--- config.mk ---
export PLATFORM = sky130hd
export DESIGN_NAME = wxyz_code_sequencer_flat
export DESIGN_NICKNAME = d
export VERILOG_FILES = /design/src/rtl/wxyz_code_sequencer_if.sv /design/src/rtl/wxyz_code_sequencer.sv /design/src/flat_wrapper.sv
export SDC_FILE = /design/constraint.sdc
export NUM_CORES = 1
export LEC_CHECK = 0
export ABC_AREA = 0
export BUFFER_PORTS_ARGS = -buffer_cell sky130_fd_sc_hd__buf_2
export CAP_MARGIN = 10
export CORE_ASPECT_RATIO = 1.4
export CORE_UTILIZATION = 54
export DETAILED_ROUTE_END_ITERATION = 6
export GPL_TIMING_DRIVEN = 0
export PLACE_DENSITY = 0.79
export SLEW_MARGIN = 20
export SYNTH_ARGS = -nofsm -noshare
export SYNTH_HDL_FRONTEND = slang
export SYNTH_SLANG_ARGS = --single-unit
--- constraint.sdc ---
create_clock -name clk -period 3.2 [get_ports clk]
set_input_delay 0.8 -clock clk [delete_from_list [all_inputs] [get_ports clk]]
set_output_delay 0.8 -clock clk [all_outputs]
set_load 0.005 [all_outputs]
--- src/rtl/wxyz_code_sequencer_if.sv ---
// Code bus from the sequencer to the W/X/Y/Z detect stage: 4 code bits, index and valid/ready handshake.
interface wxyz_code_sequencer_if;
  logic       W;
  logic       X;
  logic       Y;
  logic       Z;
  logic       out_valid;
  logic       out_ready;
  logic [4:0] code_index;

  modport master (
    output W, X, Y, Z, out_valid, code_index,
    input  out_ready
  );

  modport slave (
    input  W, X, Y, Z, out_valid, code_index,
    output out_ready
  );
endinterface

--- src/rtl/wxyz_code_sequencer.sv ---
// Steps 4-bit codes (binary/BCD/Gray) onto W,X,Y,Z: first code one cycle after start, then every HOLD_CYCLES+1 cycles.
// Code is offered with out_valid until out_ready; `SEQ_PAUSE_EN adds a pause input that freezes the HOLD count.
module wxyz_code_sequencer #(
  parameter logic [3:0] START_CODE  = 4'b1000,
  parameter int         NUM_CODES   = 16,
  parameter int         HOLD_CYCLES = 10
) (
  input  logic       clk,
  input  logic       rst,
`ifdef SEQ_PAUSE_EN
  input  logic       pause,
`endif
  input  logic       start,
  input  logic [1:0] mode,
  output logic       busy,
  output logic       done,
  wxyz_code_sequencer_if.master bus
);
  localparam int            HW        = (HOLD_CYCLES > 1) ? $clog2(HOLD_CYCLES) : 1;
  localparam logic [HW-1:0] HOLD_LAST = HW'(HOLD_CYCLES - 1);
  localparam logic [4:0]    IDX_LAST  = 5'(NUM_CODES - 1);
  localparam logic [1:0]    MODE_BCD  = 2'b01;
  localparam logic [1:0]    MODE_GRAY = 2'b10;

  typedef enum logic [1:0] {S_IDLE, S_PRESENT, S_HOLD, S_DONE} state_t;

  state_t        state_q, state_d;
  logic [3:0]    seq_q, seq_d;
  logic [4:0]    idx_q, idx_d;
  logic [HW-1:0] hold_q, hold_d;
  logic [1:0]    mode_q, mode_d;
  logic [3:0]    wxyz_q, wxyz_d;
  logic [3:0]    seq_init, seq_adv;
  logic          hold_run;

  // BCD cannot represent a start code above 9, so such a run begins at 0.
  function automatic logic [3:0] first_seq(input logic [1:0] m);
    return (m == MODE_BCD && START_CODE > 4'd9) ? 4'd0 : START_CODE;
  endfunction

  function automatic logic [3:0] next_seq(input logic [3:0] s, input logic [1:0] m);
    if (m == MODE_BCD) return (s >= 4'd9) ? 4'd0 : s + 4'd1;
    return s + 4'd1;
  endfunction

  function automatic logic [3:0] encode(input logic [3:0] s, input logic [1:0] m);
    return (m == MODE_GRAY) ? (s ^ (s >> 1)) : s;
  endfunction

`ifdef SEQ_PAUSE_EN
  assign hold_run = ~pause;
`else
  assign hold_run = 1'b1;
`endif

  assign seq_init = first_seq(mode);
  assign seq_adv  = next_seq(seq_q, mode_q);

  always_ff @(posedge clk) begin
    if (rst) begin
      state_q <= S_IDLE;
      seq_q   <= '0;
      idx_q   <= '0;
      hold_q  <= '0;
      mode_q  <= '0;
      wxyz_q  <= '0;
    end else begin
      state_q <= state_d;
      seq_q   <= seq_d;
      idx_q   <= idx_d;
      hold_q  <= hold_d;
      mode_q  <= mode_d;
      wxyz_q  <= wxyz_d;
    end
  end

  // wxyz only updates on the edge entering PRESENT, so it is stable whenever out_valid is high.
  always_comb begin
    state_d = state_q;
    seq_d   = seq_q;
    idx_d   = idx_q;
    hold_d  = hold_q;
    mode_d  = mode_q;
    wxyz_d  = wxyz_q;
    case (state_q)
      S_IDLE: begin
        if (start) begin
          seq_d   = seq_init;
          idx_d   = '0;
          mode_d  = mode;
          wxyz_d  = encode(seq_init, mode);
          state_d = S_PRESENT;
        end
      end
      S_PRESENT: begin
        if (bus.out_ready) begin
          hold_d  = '0;
          state_d = S_HOLD;
        end
      end
      S_HOLD: begin
        if (hold_run) begin
          if (hold_q == HOLD_LAST) begin
            if (idx_q == IDX_LAST) begin
              state_d = S_DONE;
            end else begin
              seq_d   = seq_adv;
              idx_d   = idx_q + 5'd1;
              wxyz_d  = encode(seq_adv, mode_q);
              state_d = S_PRESENT;
            end
          end else begin
            hold_d = hold_q + HW'(1);
          end
        end
      end
      S_DONE: state_d = S_IDLE;
      default: state_d = S_IDLE;
    endcase
  end

  assign bus.W          = wxyz_q[3];
  assign bus.X          = wxyz_q[2];
  assign bus.Y          = wxyz_q[1];
  assign bus.Z          = wxyz_q[0];
  assign bus.out_valid  = (state_q == S_PRESENT);
  assign bus.code_index = idx_q;
  assign busy           = (state_q != S_IDLE);
  assign done           = (state_q == S_DONE);
endmodule

--- src/flat_wrapper.sv ---
// flat-port wrapper written by rule: the top's interface ports become plain ports
module wxyz_code_sequencer_flat 
#(
  parameter logic [3:0] START_CODE  = 4'b1000,
  parameter int         NUM_CODES   = 16,
  parameter int         HOLD_CYCLES = 10
)
  (clk, rst, start, mode, busy, done, bus_W, bus_X, bus_Y, bus_Z, bus_out_valid, bus_code_index, bus_out_ready);
  wxyz_code_sequencer_if bus_i ();
  input  logic clk;
  input  logic rst;
  input  logic start;
  input  logic [1:0] mode;
  output logic busy;
  output logic done;
  output wire logic [$bits(bus_i.W)-1:0] bus_W;
  output wire logic [$bits(bus_i.X)-1:0] bus_X;
  output wire logic [$bits(bus_i.Y)-1:0] bus_Y;
  output wire logic [$bits(bus_i.Z)-1:0] bus_Z;
  output wire logic [$bits(bus_i.out_valid)-1:0] bus_out_valid;
  output wire logic [$bits(bus_i.code_index)-1:0] bus_code_index;
  input wire logic [$bits(bus_i.out_ready)-1:0] bus_out_ready;
  assign bus_W = bus_i.W;
  assign bus_X = bus_i.X;
  assign bus_Y = bus_i.Y;
  assign bus_Z = bus_i.Z;
  assign bus_out_valid = bus_i.out_valid;
  assign bus_code_index = bus_i.code_index;
  assign bus_i.out_ready = bus_out_ready;
  wxyz_code_sequencer #(.START_CODE(START_CODE), .NUM_CODES(NUM_CODES), .HOLD_CYCLES(HOLD_CYCLES)) u_core (.clk(clk), .rst(rst), .start(start), .mode(mode), .busy(busy), .done(done), .bus(bus_i));
endmodule
Word level (Yosys, flattened, before mapping)
Index checks and enable logic that the tools add are counted.
Cells by class
  add/sub/neg operators: 3
  multiply operators: 0
  divide/modulo/power cells: 0
  $lt $le $gt $ge: 1
  equality and inequality tests: 13
  shift operators: 0
  muxes and demuxes: 26
  bitwise logic cells: 1
  reduce and logical (&&, ||, !) cells: 8
Operators with widths (count)
  2-to-1 mux 4 bit: 12
  case mux 4 bit (2 select lines): 3
  2-to-1 mux 5 bit: 3
  case mux 5 bit (2 select lines): 1
  adder 4 x 1 -> 4 bit, second input constant: 2
  equality test 2 bit, second input constant: 4
  2-to-1 mux 2 bit: 4
  case mux 2 bit (4 select lines): 1
  != test 2 bit, second input constant: 3
  AND reduction 3 bit: 2
  nonzero test 2 bit: 3
  adder 5 x 1 -> 5 bit, second input constant: 1
  equality test 5 x 4 -> 1 bit, second input constant: 1
  equality test 2 x 1 -> 1 bit, second input constant: 2
  equality test 4 bit, second input constant: 1
  >= comparator 4 bit, second input constant: 1
  != test 2 x 1 -> 1 bit, second input constant: 2
  AND reduction 4 bit: 1
  bitwise XOR 4 x 3 -> 4 bit: 1
  2-to-1 mux 3 bit: 1
  zero test 2 bit: 1
  AND reduction 2 bit: 1
  2-to-1 mux 1 bit: 1
Storage, ports and cells
  register bits: 21
  bits in latches: 0
  bits in writable memories: 0
  memory bits (read-only): 0
  word-level logic and storage cells: 58
  memories: 0

Logic depth before layout (Yosys ltp)
Gate-level depths: netlist of the first run.
  word-level depth: 9
  mapped depth: 8

Worst setup path before layout of the first run
No wires, ideal clock.
  kind: register -> register
  start: register u_core.idx_q[0], in the netlist u_core.bus.code_index[0]
  end: register u_core.idx_q[3], in the netlist u_core.bus.code_index[3]
  arrival time: 1.886 ns
  required time: 3.130 ns
  path slack: 1.244 ns
  cell stages (with the launch flop): 8
  clock period less this slack: 1.956 ns
  path through: dfxtp_1 > ha_1 > and3_1 > ha_1 > nand2b_1 > a221o_1 > or3_1 > a21oi_1
Between the ends
  longest elaborated chain between the ends: 4
  elaborated cells on any way between the ends: 7
  classes of those cells: add/sub (1); eq/ne (2); mux (3); reduce/logical (1)
RTL lines
  start: declaration: RTL line wxyz_code_sequencer.sv:29  | logic [4:0] idx_q, idx_d;
  start signal: assignment: RTL line wxyz_code_sequencer.sv:70  | idx_q <= idx_d;
  adder 5 x 1 -> 5 bit: RTL line wxyz_code_sequencer.sv:108  | idx_d = idx_q + 5'd1;
  2-to-1 mux 5 bit: RTL line wxyz_code_sequencer.sv:104  | if (idx_q == IDX_LAST) begin
  2-to-1 mux 5 bit: RTL line wxyz_code_sequencer.sv:103  | if (hold_q == HOLD_LAST) begin
  case mux 5 bit (2 select lines): RTL line wxyz_code_sequencer.sv:85  | case (state_q)
Parallel ways exist; a longest one is shown, timed or not. The select of a mux whose other input is x is not followed.
A chain may end at the register's enable or synchronous reset.

Worst setup path in the final report of the first run
  start: register u_core.idx_q[0], in the netlist u_core.bus.code_index[0]
  end: register u_core.wxyz_q[2]
Between the ends
  longest elaborated chain between the ends: 3
RTL lines
  equality test 5 x 4 -> 1 bit: RTL line wxyz_code_sequencer.sv:104
  != test 2 bit (no source line)
  AND reduction 4 bit (no source line)
  end signal: assignment: RTL line wxyz_code_sequencer.sv:73  | wxyz_q <= wxyz_d;
  end: declaration: RTL line wxyz_code_sequencer.sv:32  | logic [3:0] wxyz_q, wxyz_d;
Every way passes these cells.

==> impl_metrics.py, run 1 <==
metrics = {
    "clocking": {
        "cts_sinks": 20,
        "clk_latency_ns": 0.29,
        "clk_pin_slew_worst_paths_ns": 0.12,
        "clock-root-buffer": "clkbuf_4",
        "ctsHoldBuffers": 0,
        "cts_resized": 0,
        "htree_levels": 1,
        "clk_path_buf_depth": 2,
        "cts_tree": "built",
        "post-cts-setup-buffer-count": 0,
        "cts_buffers": 3,
    },
    "global_route": {
        "grt_max_degree": 12,
        "overflow": 0,
        "grt_usage": 0.219,
        "antenna_found_initial": 0,
        "grt_pass1_wl_mm": 4.25,
        "grt_pass1_vias": 982,
    },
    "routing": {
        "drtIter0Drc": 18,
        "wirelength_mm": 2.41,
        "drt_pre_antenna_iters": 4,
        "avgViaCountPerCell": 5.87,
        "wl_per_cell_um": 13.3,
        "drcViolationCount": 0,
        "vias": 1063,
        "drtAntennaViolNets": 0,
    },
    "power_and_ir_drop": {
        "peakVddDrop_uv": 357,
        "power_frac_comb": 0.228,
        "power.leakage_uw": 0.000567,
        "p_sw_frac": 0.305,
        "p_seq_frac": 0.501,
        "power.density_mw_per_mm2": 410,
        "p_sw_uw": 167,
        "p_clk_frac": 0.271,
        "power.internal_uw": 382,
    },
    "outcome": {
        "outcome": "complete, no violations",
    },
    "synthesis": {
        "synth_nets": 153,
        "seq_area_frac_synth": 0.335,
        "netlist_area_mm2": 0.00119,
        "yosysWarnings": 0,
        "synth_cell_types": 41,
        "synth_cells": 140,
        "synthFlopType": "dfxtp_1",
        "ys_seq_elements": 20,
        "synthArstFlopShare": 0,
        "synth_area_per_cell_um2": 8.53,
        "synth_edf_count": 0,
    },
    "worst_hold_path": {
        "min_path_type": "reg -> reg",
        "worstHoldStart": "u_core.wxyz_q[2]",
        "hold_path_end": "u_core.wxyz_q[2]",
        "whs_path_depth": 2,
    },
    "die": {
        "fp-row-count": 19,
        "die_h_um": 57.7,
        "core-area_mm2": 0.00202,
        "chipWidth_um": 41.8,
        "die_area_mm2": 0.00241,
        "io_pins": 18,
        "start_util": 0.591,
    },
    "sta": {
        "final.setup_skew_ns": 0.00243,
        "post-route-min-period_ns": 2.19,
        "hold_violations": 0,
        "finalSetupViolCount": 0,
        "tightest_slew_ns": 0.520,
        "finalMaxSlewViolations": 0,
        "relSlewSlack": 0.653,
        "fmax_mhz": 457,
        "setup_slack_ns": 1.01,
        "final.period_utilization": 0.684,
        "holdWs_ns": 0.476,
        "finalSetupTns_ns": 0,
        "rsz0062_at_grt": "no",
    },
    "critical_path": {
        "crit_path_end_kind": "flip-flop",
        "crit_start": "u_core.bus.code_index[0]",
        "reg2regPathDepth": 7,
        "required_ns": 3.41,
        "r2r_start": "u_core.bus.code_index[0]",
        "critPathLaunchType": "flip-flop",
        "worstReg2RegEnd": "u_core.wxyz_q[2]",
        "r2r_slack_ns": 1.01,
        "crit_arrival_ns": 2.40,
        "cp_max_fo": 10,
        "critPathKind": "reg -> reg",
    },
    "layout": {
        "antennaDiodeCount": 0,
        "multiInputGateArea_um2": 706,
        "drive_gt1_frac": 0.188,
        "syn2layout_area_growth_pct": 11.9,
        "fin_area_mm2": 0.00134,
        "nFillCells": 182,
        "seq_area_um2": 400,
        "final_common_cell": "dfxtp_1",
        "final_nets": 174,
        "final_cell_mix": "dfxtp_1 (20), buf_2 (18), inv_1 (14), a21oi_1 (12), nor2_1 (8)",
    },
    "placement": {
        "dp_hpwl_mm": 1.84,
        "postPlaceCellArea_mm2": 0.00130,
        "dp_slack_ns": 1.01,
        "gp_congestion": 0.733,
        "portBuffers": 16,
    },
    "flow_run": {
        "maxCapViolCount": 0,
    },
}
[metrics by stage]
| step | utilization | total power [uW] | cells |
|---|---|---|---|
| 2_1_floorplan | - | 367 | 140 |
| 3_3_place_gp | 0.644 | 401 | 177 |
| 3_5_place_dp | 0.644 | 407 | 177 |
| 4_1_cts | 0.662 | 554 | 181 |
| 5_1_grt | 0.662 | 576 | 181 |
| 6_report | 0.662 | 549 | 181 |
[kinds of logic (layout without fill, tap and decap cells)]
| kind of cell | after synthesis | after routing | share of synthesized area |
|---|---|---|---|
| and+or+nand+nor | 50 | 50 | 0.252 |
| buffers and inverters | 20 | 40 | 0.0743 |
| AOI/OAI and AO/OA | 36 | 36 | 0.209 |
| DFF | 20 | 20 | 0.335 |
| xor gates and xnor gates | 3 | 3 | 0.0220 |
| muxes | 4 | 4 | 0.0335 |
| adders and majority gates | 7 | 7 | 0.0733 |
[critical path, cell delays in order (launching register included)]
cell      delay, ns
dfxtp_1        0.36
ha_1           0.22
and3_1         0.19
ha_1           0.25
nand2b_1       0.17
a221o_1        0.39
buf_2          0.23
a221oi_1       0.29
[power groups by stage]
stage / Clock (uW) / Sequential [uW] / Combinational [uW]
after CTS: 152 / 275 / 127
after detailed placement: 0 / 281 / 127
after floorplan: 0 / 278 / 88.9
final: 149 / 275 / 125
after global routing: 158 / 277 / 141
after global placement: 0 / 280 / 121
[registers in the layout, summed over array words and instances (netlist names)]
name and flops:
u_core.bus.code_index 5, u_core.hold_q 4, u_core.mode_q 2, u_core.seq_q 4, u_core.state_q 2, u_core.wxyz_q 3
[cell usage after synthesis (all sizes together) (5+ instances only)]
cell | count | share of area
a21oi | 12 | 0.050
dfxtp | 20 | 0.34
ha | 7 | 0.073
inv | 14 | 0.044
nand2 | 6 | 0.019
nand3 | 5 | 0.021
nand3b | 6 | 0.048
nor2 | 8 | 0.025
nor3 | 5 | 0.021
o21ai | 7 | 0.029
or3 | 5 | 0.026
[worst max-delay path by stage]
stage | to | slack [ns] | depth (start not counted)
floorplan | u_core.bus.code_index[3] | 1.24 | 7
global placement | u_core.wxyz_q[2] | 1.08 | 7
detailed placement | u_core.seq_q[1] | 1.01 | 8
CTS | u_core.wxyz_q[2] | 0.99 | 7
global route | u_core.wxyz_q[2] | 0.85 | 7
finish | u_core.wxyz_q[2] | 1.01 | 7
[final cells by class]
type                            instances  share of cell area
Sequential cell                        20               0.299
Multi-Input combinational cell        100               0.528
Tap cell                               21              0.0196
Buffer                                  6              0.0271
Inverter                               14              0.0393
Timing Repair Buffer                   16              0.0599
Clock buffer                            4              0.0271
[routing by layer]
metal	vias up	global-route usage	wire length [um]
li1	533	-	-
met1	513	0.269	1100
met2	15	0.400	1240
met3	2	0.0249	58
met4	0	0.0645	16
met5	-	0	0
Note: power is estimated with default switching activity, not from simulation.
==> run 2: changes to the inputs <==
- ABC_AREA: 0 -> 1
- clock period: 3.2 -> 2.2 ns (I/O delays scaled with it)
==> impl_metrics.py, run 2 <==
metrics = {
    "outcome": {
        "outcome": "complete, no violations",
    },
    "layout": {
        "final_common_cell": "nand2_1",
        "drive_gt1_frac": 0.288,
        "final_nets": 205,
        "syn2layout_area_growth_pct": 12.2,
        "largest_register_ff_count": 5,
        "nFillCells": 196,
        "final_cell_mix": "nand2_1 (30), inv_1 (24), dfxtp_1 (20), buf_2 (17), nor2_1 (16)",
        "antennaDiodeCount": 0,
    },
    "power_and_ir_drop": {
        "p_sw_frac": 0.349,
        "p_sw_uw": 308,
        "power.density_mw_per_mm2": 645,
        "power.leakage_uw": 0.000612,
        "power.internal_uw": 575,
        "total_power_uw": 883,
        "p_seq_frac": 0.473,
        "peakVddDrop_uv": 369,
        "p_clk_frac": 0.257,
        "power_frac_comb": 0.270,
    },
    "synthesis": {
        "synth_nets": 183,
        "synth_top_family_by_area": "simple AND/OR/NAND/NOR gates",
        "synthArstFlopShare": 0,
        "synth_compound_area_frac": 0.150,
        "seq_area_frac_synth": 0.328,
        "netlist_area_mm2": 0.00122,
        "synth_cell_types": 24,
        "synth_common_cells": "nand2_1 (30), inv_1 (24), dfxtp_1 (20), nor2_1 (16), nand2_2 (11)",
        "synth_top_cell_by_area": "dfxtp_1",
        "yosysMostFrequentCell": "nand2_1",
        "synth_area_per_cell_um2": 7.18,
        "synthFlopType": "dfxtp_1",
        "synthAdderAreaFrac": 0.0718,
        "synthXorXnorAreaFrac": 0,
        "yosysWarnings": 0,
        "yosys.area.top_type_share": 0.328,
        "synth-simple-area-share": 0.344,
        "synth_cells": 170,
        "synth_area_leaders": "dfxtp_1 (33%), nand2_1 (9.2%), inv_1 (7.4%)",
        "ys_seq_elements": 20,
        "synth_edf_count": 0,
        "synth_mux_area_frac": 0,
    },
    "worst_hold_path": {
        "min_path_type": "reg -> reg",
        "worstHoldStart": "u_core.wxyz_q[0]",
    },
    "die": {
        "die_h_um": 58.2,
        "start_util": 0.567,
        "fp-row-count": 20,
        "chipWidth_um": 42.2,
        "die_area_mm2": 0.00246,
        "core-area_mm2": 0.00215,
        "io_pins": 18,
    },
    "routing": {
        "drt_pre_antenna_iters": 4,
        "vias": 1146,
        "drtAntennaViolNets": 0,
        "drtIter0Drc": 25,
        "avgViaCountPerCell": 5.38,
        "wl_per_cell_um": 11.6,
        "drcViolationCount": 0,
        "wirelength_mm": 2.47,
    },
    "sta": {
        "final.setup_skew_ns": 0.00744,
        "final.period_utilization": 0.806,
        "post-route-min-period_ns": 1.77,
        "fmax_mhz": 564,
        "relSlewSlack": 0.551,
        "finalSetupViolCount": 0,
        "hold_violations": 0,
        "finalSetupTns_ns": 0,
        "rsz0062_at_grt": "no",
        "tightest_slew_ns": 0.674,
        "finalMaxSlewViolations": 0,
        "setup_slack_ns": 0.426,
    },
    "placement": {
        "dp_slack_ns": 0.461,
        "portBuffers": 17,
        "gp_congestion": 0.883,
        "dp_hpwl_mm": 1.89,
    },
    "clocking": {
        "clock-root-buffer": "clkbuf_4",
        "cts_sinks": 20,
        "htree_levels": 1,
        "ctsHoldBuffers": 0,
        "cts_resized": 0,
        "cts_buffers": 3,
        "clk_pin_slew_worst_paths_ns": 0.12,
        "post-cts-setup-buffer-count": 0,
        "clk_path_buf_depth": 2,
        "clk_latency_ns": 0.32,
        "cts_tree": "built",
    },
    "flow_run": {
        "maxCapViolCount": 0,
    },
    "critical_path": {
        "crit_top_cell": "nand2_2",
        "path_cells": "ha_1, inv_1, nor3_1, ha_1, inv_2, nand2_2, nand2_2, nand2_4, buf_8, nand2_2, a21oi_2",
        "cpMaxStageDelayCell": "dfxtp_1",
        "crit_start": "u_core.bus.code_index[1]",
        "critPathKind": "reg -> reg",
        "r2r_start": "u_core.bus.code_index[1]",
        "critPathLaunchType": "flip-flop",
        "cp_max_fo": 10,
        "max_stage_delay_ns": 0.40,
        "crit_arrival_ns": 2.03,
        "crit_path_end_kind": "flip-flop",
        "required_ns": 2.45,
    },
    "global_route": {
        "grt_pass1_vias": 1056,
        "grt_pass1_wl_mm": 4.19,
        "grt_usage": 0.224,
        "grt_max_degree": 12,
        "antenna_found_initial": 0,
        "overflow": 0,
    },
}
-- run 2: changes by cell type after synthesis, sizes merged, moves of 5 or more --
cell	change
nor2	+12
inv	+15
nand3b	-6
o21ai	+6
nand2	+37
or3	-5
-- run 2: metal layers --
layer / track usage / routed length (um)
met3: 0.0498 / 75
met2: 0.431 / 1290
met4: 0.116 / 44
met5: 0 / 0
met1: 0.216 / 1050
-- run 2: worst max-delay path: cells and delay by family (launching register included) --
kind / cells / cell delay, ns
DFF: 1 / 0.40
AOI/OAI and AO/OA: 1 / 0.12
buffers and inverters: 3 / 0.29
adders and majority gates: 2 / 0.40
and+or+nand+nor: 5 / 0.51
-- run 2: power groups by stage --
| stage | logic, uW | registers [uW] | clock network (uW) |
|---|---|---|---|
| 2_1_floorplan | 183 | 421 | 0 |
| 3_3_place_gp | 237 | 424 | 0 |
| 3_5_place_dp | 239 | 426 | 0 |
| 4_1_cts | 241 | 417 | 221 |
| 5_1_grt | 267 | 422 | 244 |
| 6_report | 239 | 417 | 227 |
-- run 2: final timing paths --
| kind | end | slack [ns] | depth (start not counted) |
|---|---|---|---|
| max reg2reg | u_core.seq_q[1] | 0.43 | 11 |
| max | u_core.seq_q[1] | 0.43 | 11 |
| min | u_core.wxyz_q[0] | 0.48 | 2 |
| min reg2reg | u_core.wxyz_q[0] | 0.48 | 2 |
-- run 2: kinds of logic (layout without fill, tap and decap cells) --
logic type | after synthesis | after routing
buffers and inverters | 31 | 52
AOI/OAI and AO/OA | 29 | 29
and+or+nand+nor | 83 | 83
DFF | 20 | 20
adders and majority gates | 7 | 7
-- run 2: metrics by stage --
stage               instances  hold slack, ns   util  area, um2
finish                    213           0.475  0.636       1370
global route              213           0.493  0.636       1370
CTS                       213           0.479  0.636       1370
detailed placement        209           0.455  0.619       1330
global placement          209           0.457  0.619       1330
floorplan                 170           0.467      -       1220
-- run 2: layout make-up --
class	count	area, um2	share of cell area
plain buffers	2	18.8	0.0137
clock buffers	4	36.3	0.0265
inverters	29	111	0.0814
multi-input cells	119	689	0.504
flip-flops and latches	20	400	0.293
well taps	22	27.5	0.0201
repair buffers	17	85.1	0.0622
